===== src/rtl/alu_pkg.sv =====
// -----------------------------------------------------------------------------
// alu_pkg
// Shared definitions for the ALU issue controller:
//   - alu_op_e   : ALU control encodings (ADD..NOP)
//   - cond_e     : ARM-style condition codes (EQ..AL)
//   - FLAG_*     : bit positions of N/Z/C/V inside a 4-bit flag vector
//   - state_e    : issue FSM states
//   - op_illegal : true for control codes above NOP
// -----------------------------------------------------------------------------
package alu_pkg;

    typedef enum logic [3:0] {
        OP_ADD = 4'd0,
        OP_SUB = 4'd1,
        OP_AND = 4'd2,
        OP_OR  = 4'd3,
        OP_SLL = 4'd4,
        OP_SRL = 4'd5,
        OP_XOR = 4'd6,
        OP_MUL = 4'd7,
        OP_NOP = 4'd8
    } alu_op_e;

    typedef enum logic [3:0] {
        CC_EQ = 4'd0,
        CC_NE = 4'd1,
        CC_CS = 4'd2,
        CC_CC = 4'd3,
        CC_MI = 4'd4,
        CC_PL = 4'd5,
        CC_VS = 4'd6,
        CC_VC = 4'd7,
        CC_HI = 4'd8,
        CC_LS = 4'd9,
        CC_GE = 4'd10,
        CC_LT = 4'd11,
        CC_GT = 4'd12,
        CC_LE = 4'd13,
        CC_AL = 4'd14
    } cond_e;

    localparam int FLAG_N = 3;
    localparam int FLAG_Z = 2;
    localparam int FLAG_C = 1;
    localparam int FLAG_V = 0;

    typedef enum logic [1:0] {
        S_IDLE = 2'd0,
        S_EXEC = 2'd1,
        S_WAIT = 2'd2,
        S_RESP = 2'd3
    } state_e;

    // Control codes past NOP have no ALU meaning and are issued as NOP.
    function automatic logic op_illegal(input logic [3:0] op);
        return (op > 4'(OP_NOP));
    endfunction

endpackage


===== src/rtl/cond_check.sv =====
// -----------------------------------------------------------------------------
// cond_check
// Combinational ARM-style condition evaluator.
// Ports:
//   cond  in  4  condition code (EQ..LE, E/F = always)
//   flags in  4  architectural flags [3]=N [2]=Z [1]=C [0]=V
//   pass  out 1  1 when the condition holds for the given flags
// -----------------------------------------------------------------------------
module cond_check
    import alu_pkg::*;
(
    input  logic [3:0] cond,
    input  logic [3:0] flags,
    output logic       pass
);

    logic n_s;
    logic z_s;
    logic c_s;
    logic v_s;

    assign n_s = flags[FLAG_N];
    assign z_s = flags[FLAG_Z];
    assign c_s = flags[FLAG_C];
    assign v_s = flags[FLAG_V];

    // Condition decode; codes 14 and 15 both mean "always".
    always_comb begin
        pass = 1'b1;
        case (cond)
            4'(CC_EQ): pass = z_s;
            4'(CC_NE): pass = ~z_s;
            4'(CC_CS): pass = c_s;
            4'(CC_CC): pass = ~c_s;
            4'(CC_MI): pass = n_s;
            4'(CC_PL): pass = ~n_s;
            4'(CC_VS): pass = v_s;
            4'(CC_VC): pass = ~v_s;
            4'(CC_HI): pass = c_s & ~z_s;
            4'(CC_LS): pass = ~c_s | z_s;
            4'(CC_GE): pass = (n_s == v_s);
            4'(CC_LT): pass = (n_s != v_s);
            4'(CC_GT): pass = ~z_s & (n_s == v_s);
            4'(CC_LE): pass = z_s | (n_s != v_s);
            default:   pass = 1'b1;
        endcase
    end

endmodule


===== src/rtl/alu_issue_ctrl.sv =====
// -----------------------------------------------------------------------------
// alu_issue_ctrl
// Initiator side of the combinational ALU. Accepts one request at a time,
// drives registered operands/control to the ALU, holds them for the op's
// latency (MUL_LAT cycles for multiply, one otherwise), captures the result
// and flags, and returns a response. Owns the architectural NZCV register and
// evaluates the request condition against it at accept time.
// Ports:
//   clk, rst_n                clock / async active-low reset
//   req_valid/req_ready       request handshake (ready only in IDLE)
//   req_op/a/b/cond/setflags/tag  request payload
//   alu_a/alu_b/alu_control   registered drive to the ALU
//   alu_result/alu_flags      ALU outputs
//   resp_valid/resp_ready     response handshake
//   resp_result/flags/exec/err/tag  response payload
//   flags_q                   current architectural flags
// -----------------------------------------------------------------------------
module alu_issue_ctrl
    import alu_pkg::*;
#(
    parameter int WIDTH   = 32,
    parameter int MUL_LAT = 3,
    parameter int TAG_W   = 4
) (
    input  logic             clk,
    input  logic             rst_n,
    input  logic             req_valid,
    output logic             req_ready,
    input  logic [3:0]       req_op,
    input  logic [WIDTH-1:0] req_a,
    input  logic [WIDTH-1:0] req_b,
    input  logic [3:0]       req_cond,
    input  logic             req_setflags,
    input  logic [TAG_W-1:0] req_tag,
    output logic [WIDTH-1:0] alu_a,
    output logic [WIDTH-1:0] alu_b,
    output logic [3:0]       alu_control,
    input  logic [WIDTH-1:0] alu_result,
    input  logic [3:0]       alu_flags,
    output logic             resp_valid,
    input  logic             resp_ready,
    output logic [WIDTH-1:0] resp_result,
    output logic [3:0]       resp_flags,
    output logic             resp_exec,
    output logic             resp_err,
    output logic [TAG_W-1:0] resp_tag,
    output logic [3:0]       flags_q
);

    localparam logic [1:0] ST_IDLE = S_IDLE;
    localparam logic [1:0] ST_EXEC = S_EXEC;
    localparam logic [1:0] ST_WAIT = S_WAIT;
    localparam logic [1:0] ST_RESP = S_RESP;

    // A multiply only needs the WAIT state when it must be held past EXEC.
    localparam logic     MUL_MULTI = (MUL_LAT > 1) ? 1'b1 : 1'b0;
    localparam int       CNT_W     = (MUL_LAT > 2) ? $clog2(MUL_LAT) : 1;
    localparam logic [CNT_W-1:0] CNT_LOAD = CNT_W'(MUL_LAT - 1);
    localparam logic [CNT_W-1:0] CNT_ONE  = CNT_W'(1);

    logic [1:0]       state_r;
    logic [1:0]       state_nxt_s;
    logic [CNT_W-1:0] cnt_r;
    logic             pass_r;
    logic             err_r;
    logic             setflags_r;
    logic [TAG_W-1:0] tag_r;

    logic             cond_pass_s;
    logic             accept_s;
    logic             is_mul_s;
    logic             capture_s;
    logic             squash_s;
    logic             upd_flags_s;
    logic [3:0]       next_flags_s;

    cond_check u_cond_check (
        .cond  (req_cond),
        .flags (flags_q),
        .pass  (cond_pass_s)
    );

    // Handshake, capture and flag-update qualifiers.
    always_comb begin
        accept_s     = (state_r == ST_IDLE) && req_valid;
        is_mul_s     = (alu_control == 4'(OP_MUL));
        squash_s     = (state_r == ST_EXEC) && !pass_r;
        capture_s    = ((state_r == ST_EXEC) && pass_r && !(is_mul_s && MUL_MULTI)) ||
                       ((state_r == ST_WAIT) && (cnt_r == CNT_ONE));
        // err_r already forced control to NOP; both terms kept for clarity.
        upd_flags_s  = setflags_r && !err_r && (alu_control != 4'(OP_NOP));
        if (upd_flags_s) begin
            next_flags_s = alu_flags;
        end else begin
            next_flags_s = flags_q;
        end
    end

    // Next-state logic for the single-outstanding issue FSM.
    always_comb begin
        state_nxt_s = state_r;
        case (state_r)
            ST_IDLE: begin
                if (req_valid) begin
                    state_nxt_s = ST_EXEC;
                end else begin
                    state_nxt_s = ST_IDLE;
                end
            end
            ST_EXEC: begin
                if (!pass_r) begin
                    state_nxt_s = ST_RESP;
                end else if (is_mul_s && MUL_MULTI) begin
                    state_nxt_s = ST_WAIT;
                end else begin
                    state_nxt_s = ST_RESP;
                end
            end
            ST_WAIT: begin
                if (cnt_r == CNT_ONE) begin
                    state_nxt_s = ST_RESP;
                end else begin
                    state_nxt_s = ST_WAIT;
                end
            end
            ST_RESP: begin
                if (resp_ready) begin
                    state_nxt_s = ST_IDLE;
                end else begin
                    state_nxt_s = ST_RESP;
                end
            end
            default: state_nxt_s = ST_IDLE;
        endcase
    end

    // State register; req_ready is registered from the next state.
    always_ff @(posedge clk or negedge rst_n) begin
        if (!rst_n) begin
            state_r   <= ST_IDLE;
            req_ready <= 1'b1;
        end else begin
            state_r   <= state_nxt_s;
            req_ready <= (state_nxt_s == ST_IDLE);
        end
    end

    // Request capture: ALU drive registers plus request side-band.
    always_ff @(posedge clk or negedge rst_n) begin
        if (!rst_n) begin
            alu_a       <= {WIDTH{1'b0}};
            alu_b       <= {WIDTH{1'b0}};
            alu_control <= 4'(OP_NOP);
            pass_r      <= 1'b0;
            err_r       <= 1'b0;
            setflags_r  <= 1'b0;
            tag_r       <= {TAG_W{1'b0}};
        end else if (accept_s) begin
            alu_a       <= req_a;
            alu_b       <= req_b;
            alu_control <= op_illegal(req_op) ? 4'(OP_NOP) : req_op;
            pass_r      <= cond_pass_s;
            err_r       <= op_illegal(req_op);
            setflags_r  <= req_setflags;
            tag_r       <= req_tag;
        end
    end

    // Multiply hold counter: loaded at end of EXEC, counts down through WAIT.
    always_ff @(posedge clk or negedge rst_n) begin
        if (!rst_n) begin
            cnt_r <= {CNT_W{1'b0}};
        end else if ((state_r == ST_EXEC) && pass_r && is_mul_s && MUL_MULTI) begin
            cnt_r <= CNT_LOAD;
        end else if (state_r == ST_WAIT) begin
            cnt_r <= cnt_r - CNT_ONE;
        end
    end

    // Flag register and response payload; resp_* stay stable until accepted.
    always_ff @(posedge clk or negedge rst_n) begin
        if (!rst_n) begin
            flags_q     <= 4'b0000;
            resp_valid  <= 1'b0;
            resp_result <= {WIDTH{1'b0}};
            resp_flags  <= 4'b0000;
            resp_exec   <= 1'b0;
            resp_err    <= 1'b0;
            resp_tag    <= {TAG_W{1'b0}};
        end else if (capture_s) begin
            flags_q     <= next_flags_s;
            resp_valid  <= 1'b1;
            resp_result <= alu_result;
            resp_flags  <= next_flags_s;
            resp_exec   <= 1'b1;
            resp_err    <= err_r;
            resp_tag    <= tag_r;
        end else if (squash_s) begin
            resp_valid  <= 1'b1;
            resp_result <= {WIDTH{1'b0}};
            resp_flags  <= flags_q;
            resp_exec   <= 1'b0;
            resp_err    <= err_r;
            resp_tag    <= tag_r;
        end else if ((state_r == ST_RESP) && resp_ready) begin
            resp_valid  <= 1'b0;
        end
    end

endmodule


===== config.mk =====
export PLATFORM = sky130hd
export DESIGN_NAME = alu_issue_ctrl
export DESIGN_NICKNAME = d
export VERILOG_FILES = /design/src/rtl/alu_pkg.sv /design/src/rtl/cond_check.sv /design/src/rtl/alu_issue_ctrl.sv
export SDC_FILE = /design/constraint.sdc
export NUM_CORES = 1
export LEC_CHECK = 0
export CORE_MARGIN = 5
export CORE_UTILIZATION = 60
export DETAILED_ROUTE_END_ITERATION = 10
export DONT_BUFFER_PORTS = 1
export PLACE_DENSITY_LB_ADDON = 0.05
export SKIP_LAST_GASP = 1
export SLEW_MARGIN = 20
export SYNTH_ARGS = -nofsm -noshare
export SYNTH_HDL_FRONTEND = slang
export SYNTH_HIERARCHICAL = 1
export SYNTH_SLANG_ARGS = --single-unit

===== constraint.sdc =====
create_clock -name clk -period 5.1 [get_ports clk]
set_input_delay 0.255 -clock clk [delete_from_list [all_inputs] [get_ports clk]]
set_output_delay 0.255 -clock clk [all_outputs]
set_load 0.005 [all_outputs]

==> results of run 1 <==
kinds of logic after synthesis:
family,share of synthesized area
and+or+nand+nor,0.211
DFF,0.630
AOI/OAI and AO/OA,0.0961
buffers and inverters,0.0369
muxes,0.0151
xor gates and xnor gates,0.00867
adders and majority gates,0.00248
registers in the layout, summed over array words and instances, names as in the netlist, 2 cells and up:
| register | cells |
|---|---|
| resp_flags | 4 |
| alu_b | 32 |
| state_r | 2 |
| cnt_r | 2 |
| flags_q | 4 |
| tag_r | 4 |
| resp_result | 32 |
| alu_a | 32 |
| resp_tag | 4 |
| alu_control | 4 |
power by group:
group	internal [mW]	leakage, nW	switching, mW
registers	1.46	1.60	0.433
clock network	0.741	0.276	0.434
logic	0.459	1.52	0.532
placed cells by master (no fill, tap or decap), types with 3 or more instances in the layout:
| cell | n |
|---|---|
| buf_4 | 4 |
| clkinvlp_4 | 3 |
| clkbuf_16 | 16 |
| o21ai_0 | 3 |
| clkinv_4 | 3 |
| nand2_1 | 227 |
| bufinv_16 | 3 |
| and3_1 | 5 |
| a221o_1 | 4 |
| nand3b_1 | 4 |
| mux2_2 | 5 |
| a22o_1 | 32 |
| dlygate4sd3_1 | 107 |
| nor2_1 | 4 |
| dfrtp_1 | 125 |
| xnor2_1 | 5 |
| nor2b_1 | 7 |
| a21o_1 | 4 |
| inv_1 | 5 |
| nor3b_1 | 4 |
| a21oi_1 | 3 |
worst min path at each step:
stage | to | slack [ps] | cells after the start
floorplan | alu_a[0] | -40 | 0
global placement | flags_q[2] | -40 | 0
detailed placement | flags_q[2] | -40 | 0
CTS | err_r | 1 | 2
global route | flags_q[3] | 30 | 2
finish | err_r | 20 | 2
final cells by class:
type	count	area, um^2
Clock inverter	13	166
Inverter	5	18.8
Tap cell	105	131
Clock buffer	17	414
Timing Repair Buffer	112	1130
Sequential cell	127	3180
Fill cell	457	1480
Antenna cell	1	2.50
Multi-Input combinational cell	331	1700
critical path, stage by stage (launching register included):
cell	delay, ps
dfrtp_1	410
ha_1	230
and3b_1	210
a211oi_4	460
buf_4	460
nor2b_1	90
a221o_1	300
metrics by stage:
| stage | worst slack (ps) | power [mW] | hold WS, ps |
|---|---|---|---|
| floorplan | 3410 | 2.55 | -40.6 |
| global placement | 2940 | 2.73 | -37.7 |
| detailed placement | 2850 | 2.78 | -37.4 |
| CTS | 2830 | 4.06 | 1.08 |
| global route | 2700 | 4.31 | 34.9 |
| finish | 2830 | 4.06 | 23.8 |
layer usage:
layer  part of all wire  wire length (um)
met1               0.37              5150
met2               0.50              7000
met3               0.10              1460
met4              0.023               315
met5                  0                 0
==> results_tabular.tex, run 1 <==
\begin{tabular}{lr}
\hline
Metric & Value \\
\hline
\multicolumn{2}{l}{\textbf{Worst setup path}} \\
Worst setup path endpoint & resp\_flags[1] \\
Maximum fanout along the worst path & 36 \\
Required arrival time at the worst endpoint & between 5000 and 6000 ps \\
Path depth of the worst reg2reg path & 6 \\
Source of the worst register-to-register timing path & cnt\_r[0] \\
Launching element type of the critical path & register \\
Register-to-Register Setup Slack & $\sim$2800 ps \\
Crit Reg-Reg Endpoint & resp\_flags[1] \\
Endpoint class of the critical path & register \\
Worst Setup Path Type & register to register \\
Start point of the critical path & cnt\_r[0] \\
Data arrival time of the worst path & approximately 2700 ps \\
\multicolumn{2}{l}{\textbf{GRT}} \\
GR Util All Layers & 0.273 \\
Via count of the first global-routing pass & 4100 \\
Met2 capacity usage during global routing & 0.446 \\
Global Route met3 Usage & 0.0930 \\
Number of antenna violations at the first check in global routing & 0 \\
Maximum number of pins on one net before global-route repair & 128 \\
Sum of overflow across all layers after global routing & 0 \\
First-pass GRT wire length & $\sim$21000 um \\
Global-route track usage on met1 & 0.330 \\
Most heavily used metal layer in global routing & met2 \\
\multicolumn{2}{l}{\textbf{Placement}} \\
GP Congestion & 0.799 \\
Total placed instance area & 5060 um\^{}2 \\
Final HPWL from detailed placement & 8340 um \\
Number of buffers inserted by port buffering & 0 \\
Placed cells & between 500 and 600 \\
\multicolumn{2}{l}{\textbf{Drt}} \\
Total iterations of the first detailed-routing run & 5 \\
Via count of the routed design & between 3000 and 4000 \\
Number of remaining DRC errors & 0 \\
Initial drt markers & 167 \\
Post-Route WL & 13900 um \\
Routed wire length per instance & a little under 20 um \\
Drt via density & 5.55 \\
Antenna Violating Nets Remaining & 0 \\
\multicolumn{2}{l}{\textbf{Yosys}} \\
Yosys top cell area share & 0.619 \\
Synthesized area divided by synthesized cell count & 10.3 um\^{}2 \\
Post-synth design cell area & 5050 um\^{}2 \\
Unique masters post-synth & 42 \\
Count of warnings emitted by yosys & 6 \\
Commonest cells post-synth & nand2\_1 (228), dfrtp\_1 (125), a22o\_1 (32) \\
Asr flop ratio synth & 1.00 \\
EDFF count, synth & 0 \\
Primary FF master, synth & dfrtp\_1 \\
Syn nets & 610 \\
Number of instances in the synthesized netlist & 492 \\
Most common cell in the synthesized netlist & nand2\_1 \\
Synth area leaders & dfrtp\_1 (62\%), nand2\_1 (17\%), a22o\_1 (5.5\%) \\
Post-synthesis sequential element count & 127 \\
Cell type contributing the most total cell area after synthesis & dfrtp\_1 \\
Portion of the post-synthesis area used by sequential elements & 0.630 \\
\multicolumn{2}{l}{\textbf{STA}} \\
Max Clk Rate & 440 MHz \\
Setup\_tns & 0 ps \\
Final Hold Vio Count & 0 \\
Total of endpoints with negative setup slack in the final report & 0 \\
Setup clock skew after layout & about 10 ps \\
Ratio of final minimum period to clock period & 0.445 \\
Tightest Pin Transition & 644 ps \\
Unrepaired setup endpoints after global routing & false \\
Number of max-slew violations in the final report & 0 \\
Worst slew slack as a fraction of its limit & 0.569 \\
Period minus WS final & 2270 ps \\
\multicolumn{2}{l}{\textbf{Clock tree}} \\
CTS hold repair buffers & 108 \\
Post\_cts resized & 0 \\
Clock input transition at the sequential cells of the worst setup and hold paths & 60 ps \\
Clock tree from TritonCTS & yes \\
H-tree depth reported by CTS & 4 \\
Sinks on the clock net & 127 \\
Buffer count from post-CTS setup fixing & 0 \\
Library cell used as clock root buffer & clkbuf\_8 \\
Max clock buf depth & 2 \\
Clock insertion delay at the later pin of the skew report & 500 ps \\
Clock buffer count from CTS & 17 \\
\multicolumn{2}{l}{\textbf{Finish}} \\
Final core utilization & 0.820 \\
Post-layout instance area & 6740 um\^{}2 \\
NumNets Final & 712 \\
Number of non-filler instances in the completed layout & 711 \\
Fraction of layout cells with a size suffix above 1 & 0.0793 \\
Layout overhead on the synthesized area & 33.4\% \\
\multicolumn{2}{l}{\textbf{Floorplanning}} \\
Total I/O pin count & roughly 230 \\
FP Rows & 33 \\
Initial Util & 0.615 \\
Area of the die & 10400 um\^{}2 \\
Total core area & 8220 um\^{}2 \\
Die outline height & 102 um \\
Die width & 102 um \\
\multicolumn{2}{l}{\textbf{Power and ir drop}} \\
Power density relative to cell area & 603 nW/um\^{}2 \\
Standby leakage power & 3.40 nW \\
Worst vdd ir & 0.000329 V \\
\multicolumn{2}{l}{\textbf{Min path}} \\
Worst min-delay path class & primary input to register \\
Startpoint of the worst hold path & req\_op[2] \\
\multicolumn{2}{l}{\textbf{Status}} \\
Outcome & finished clean \\
\multicolumn{2}{l}{\textbf{Flow run}} \\
Number of violations of the max-capacitance limit & 0 \\
\hline
\end{tabular}
No activity file was read; power rests on OpenSTA's default activity.
==> run 2: changes to the inputs <==
--- a/config.mk
+++ b/config.mk
@@ -5,6 +5,7 @@
 export SDC_FILE = /design/constraint.sdc
 export NUM_CORES = 1
 export LEC_CHECK = 0
+export ABC_AREA = 1
 export CORE_MARGIN = 5
 export CORE_UTILIZATION = 60
 export DETAILED_ROUTE_END_ITERATION = 10
==> constraint.sdc (replaced) <==
create_clock -name clk -period 2.1 [get_ports clk]
set_input_delay 0.105 -clock clk [delete_from_list [all_inputs] [get_ports clk]]
set_output_delay 0.105 -clock clk [all_outputs]
set_load 0.005 [all_outputs]
==> run 2 against run 1 <==
  * The run now ends with hold timing left
  * Cell count up 20%
  * Clock skew rose by 3.9 ps
  * Wire length increased by 13%
  * Combinational power rose to 2.7 times the previous value
  * Flip-flop and latch count stayed put
  * Die area rose by 2.2%
  * Count of clock-buffer cells in the layout is 3 higher
  * Power grew to 2.6 times the previous value
  * Design area up 5.3%
  * First-iteration DRC count is 33% higher
  * Synthesized cell count is 24% higher
  * Sequential share of layout area is 2.4 points lower
==> results_tabular.tex, run 2 <==
\begin{tabular}{lr}
\hline
Metric & Value \\
\hline
\multicolumn{2}{l}{\textbf{STA}} \\
Period minus WS final & 1860 ps (was 2270 ps) \\
Final Hold Vio Count & 127 (was 0) \\
Worst hold slack after final layout & -697 ps (was 23.8 ps) \\
Ratio of final minimum period to clock period & 0.886 (was 0.445) \\
Tightest Pin Transition & 573 ps (was 644 ps) \\
Max Clk Rate & 538 MHz (was 440 MHz) \\
Setup clock skew after layout & 14.2 ps (was 10.3 ps) \\
Worst slew slack as a fraction of its limit & 0.618 (was 0.569) \\
Setup\_tns & 0 ps (unchanged) \\
Number of max-slew violations in the final report & 0 (unchanged) \\
Unrepaired setup endpoints after global routing & false (unchanged) \\
Total of endpoints with negative setup slack in the final report & 0 (unchanged) \\
\multicolumn{2}{l}{\textbf{Clock tree}} \\
Max clock buf depth & 2 (unchanged) \\
H-tree depth reported by CTS & 4 (unchanged) \\
Clock input transition at the sequential cells of the worst setup and hold paths & 70 ps (was 60 ps) \\
CTS hold repair buffers & 120 (was 108) \\
Library cell used as clock root buffer & clkbuf\_8 (unchanged) \\
Sinks on the clock net & 127 (unchanged) \\
Clock buffer count from CTS & 17 (unchanged) \\
Clock tree from TritonCTS & yes (unchanged) \\
Clock insertion delay at the later pin of the skew report & 500 ps (about the same) \\
\multicolumn{2}{l}{\textbf{GRT}} \\
Number of antenna violations at the first check in global routing & 1 (was 0) \\
Via count of the first global-routing pass & 4797 (was 4100) \\
GR Util All Layers & 0.301 (was 0.273) \\
Sum of overflow across all layers after global routing & 0 (unchanged) \\
First-pass GRT wire length & 24000 um (was 21400 um) \\
Maximum number of pins on one net before global-route repair & 128 (unchanged) \\
\multicolumn{2}{l}{\textbf{Yosys}} \\
Cell type contributing the most total cell area after synthesis & dfrtp\_1 (unchanged) \\
Number of instances in the synthesized netlist & 612 (was 492) \\
EDFF count, synth & 0 (unchanged) \\
Portion of the post-synthesis area used by sequential elements & 0.614 (was 0.630) \\
Post-synth design cell area & 5180 um\^{}2 (was 5050 um\^{}2) \\
Yosys top cell area share & 0.604 (was 0.619) \\
Most common cell in the synthesized netlist & nand2\_1 (unchanged) \\
Count of warnings emitted by yosys & 6 (unchanged) \\
Asr flop ratio synth & 1.00 (unchanged) \\
Primary FF master, synth & dfrtp\_1 (unchanged) \\
Post-synthesis share of cell area spent on and, or, nand and nor gates & 0.319 (was 0.211) \\
Area share of xor/xnor cells in the synthesized design & 0 (was 0.00867) \\
Share of synthesized cell area in full adder, half adder and majority cells & 0.00242 (was 0.00248) \\
Synth area leaders & dfrtp\_1 (60\%), nand2\_1 (26\%), inv\_1 (2.0\%) (was dfrtp\_1 (62\%), nand2\_1 (17\%), a22o\_1 (5.5\%)) \\
Unique masters post-synth & 22 (was 42) \\
Commonest cells post-synth & nand2\_1 (362), dfrtp\_1 (125), inv\_1 (28) (was nand2\_1 (228), dfrtp\_1 (125), a22o\_1 (32)) \\
Synthesized area divided by synthesized cell count & 8.46 um\^{}2 (was 10.3 um\^{}2) \\
Multiplexer area fraction after synthesis & 0 (was 0.0151) \\
Dominant combinational cell family by area after synthesis & simple AND/OR/NAND/NOR gates (unchanged) \\
Compound-cell area share of the yosys netlist & 0.0147 (was 0.0961) \\
Syn nets & 730 (was 610) \\
Post-synthesis sequential element count & 127 (unchanged) \\
\multicolumn{2}{l}{\textbf{Min path}} \\
Worst min-delay path class & primary input to asynchronous set/reset pin (was primary input to register) \\
\multicolumn{2}{l}{\textbf{Floorplanning}} \\
Initial Util & 0.624 (was 0.615) \\
FP Rows & 33 (unchanged) \\
Total I/O pin count & 233 (unchanged) \\
Die outline height & 103 um (was 102 um) \\
Die width & 103 um (was 102 um) \\
Area of the die & 10600 um\^{}2 (was 10400 um\^{}2) \\
Total core area & 8300 um\^{}2 (was 8220 um\^{}2) \\
\multicolumn{2}{l}{\textbf{Finish}} \\
NumNets Final & 851 (was 712) \\
Layout overhead on the synthesized area & 37.1\% (was 33.4\%) \\
Fraction of layout cells with a size suffix above 1 & 0.0751 (was 0.0793) \\
Top flop regs & alu\_a x32, alu\_b x32, resp\_result x32 (unchanged) \\
Fillers & 419 (was 457) \\
Highest-count cells in the layout ignoring fill and taps & nand2\_1 (362), dfrtp\_1 (125), dlygate4sd3\_1 (120) (was nand2\_1 (227), dfrtp\_1 (125), dlygate4sd3\_1 (107)) \\
Final core utilization & 0.855 (was 0.820) \\
Most frequent standard cell in the layout excluding fill and tap cells & nand2\_1 (unchanged) \\
\multicolumn{2}{l}{\textbf{Drt}} \\
Via count of the routed design & 4536 (was 3945) \\
Drt via density & 5.32 (was 5.55) \\
Post-Route WL & 15700 um (was 13900 um) \\
Initial drt markers & 222 (was 167) \\
Number of remaining DRC errors & 0 (unchanged) \\
Routed wire length per instance & 18.4 um (was 19.6 um) \\
Total iterations of the first detailed-routing run & 5 (unchanged) \\
Antenna Violating Nets Remaining & 0 (unchanged) \\
\multicolumn{2}{l}{\textbf{Worst setup path}} \\
Crit Reg-Reg Endpoint & alu\_control[1] (was resp\_flags[1]) \\
Maximum fanout along the worst path & 45 (was 36) \\
Data arrival time of the worst path & 2290 ps (was 2650 ps) \\
Worst Setup Path Type & register to register (unchanged) \\
Launching element type of the critical path & register (unchanged) \\
Required arrival time at the worst endpoint & 2530 ps (was 5470 ps) \\
Endpoint class of the critical path & register (unchanged) \\
Source of the worst register-to-register timing path & state\_r[0] (was cnt\_r[0]) \\
Path depth of the worst reg2reg path & 7 (was 6) \\
Register-to-Register Setup Slack & 240 ps (was 2830 ps) \\
\multicolumn{2}{l}{\textbf{Placement}} \\
Final HPWL from detailed placement & 8870 um (was 8340 um) \\
GP Congestion & 0.786 (was 0.799) \\
Number of buffers inserted by port buffering & 0 (unchanged) \\
\multicolumn{2}{l}{\textbf{Status}} \\
Violations in the final reports & hold timing \\
Outcome & finished with violations (was finished clean) \\
\multicolumn{2}{l}{\textbf{Power and ir drop}} \\
Worst vdd ir & 0.00106 V (was 0.000329 V) \\
Power density relative to cell area & 1490 nW/um\^{}2 (was 603 nW/um\^{}2) \\
Standby leakage power & 3.75 nW (was 3.40 nW) \\
\multicolumn{2}{l}{\textbf{Flow run}} \\
Number of violations of the max-capacitance limit & 0 (unchanged) \\
\hline
\end{tabular}
## run 2: changes by cell type after synthesis, moves of 5 or more
cell	before	now
nand2_1	228	362
a22o_1	32	0
inv_1	5	28
nand3_1	0	21
nor2_1	4	15
nand2_2	0	8
nor2b_1	7	0
and3_1	5	0
clkbuf_1	7	2
mux2_2	5	0
xnor2_1	5	0
## run 2: metal layers
metal / GRT usage / vias up / share of wire
met3: 0.105 / 48 / 0.099
met4: 0.126 / 0 / 0.032
li1: - / 2093 / -
met2: 0.525 / 247 / 0.53
met1: 0.334 / 2148 / 0.34
met5: 0 / - / 0
## run 2: timing repair
| action | CTS | global route |
|---|---|---|
| endpoints found under the hold margin | 246 | 127 |
| resized for setup | 0 | 1 |
| endpoints found under the setup margin | 0 | 3 |
| setup buffers | 0 | 0 |
## run 2: worst max path at each step
stage / startpoint / to / slack, ps / cells after the start
CTS: state_r[0] / alu_control[2] / 120 / 7
detailed placement: state_r[0] / alu_a[12] / 480 / 6
global placement: alu_control[2] / req_ready / 530 / 9
floorplan: state_r[1] / flags_q[0] / 820 / 8
finish: state_r[0] / alu_control[1] / 240 / 7
global route: state_r[0] / alu_control[2] / 70 / 7
## run 2: worst max-delay path, stage by stage (launching register included)
cell	delay [ps]
dfrtp_1	440
inv_1	90
nand3_2	100
buf_6	220
nor2_1	230
nand2_1	90
dlygate4sd3_1	570
nand2_1	60
## run 2: where the power goes
group | internal (mW) | switching [mW] | leakage (nW)
combinational | 1.02 | 1.68 | 1.84
clock | 2.12 | 1.08 | 0.316
sequential | 3.59 | 1.08 | 1.59
total | 6.73 | 3.83 | 3.75
## run 2: per-stage QoR
step                area, um^2  std cells  setup WS (ps)  power, mW
floorplan                 5180        612            824       6.28
global placement          5240        699            527       6.84
detailed placement        5240        699            478       6.99
CTS                       7090        851            124       10.4
global route              7100        852           69.2       11.2
finish                    7100        852            240       10.6
## run 2: cell families (layout without fill, tap and decap cells)
family                     after synthesis  in the layout
AOI/OAI and AO/OA                       14             14
adders and majority gates                1              1
buffers and inverters                   54            188
DFF                                    127            127
other                                    0              1
and+or+nand+nor                        416            416
## run 2: final cells by class
type	count	area [um^2]	share of cell area
Tap cell	105	131	0.0185
Inverter	30	113	0.0159
Clock inverter	12	206	0.0291
Sequential cell	127	3180	0.448
Multi-Input combinational cell	431	1740	0.246
Timing Repair Buffer	126	1270	0.180
Clock buffer	20	445	0.0628
Antenna cell	1	2.50	0.000353
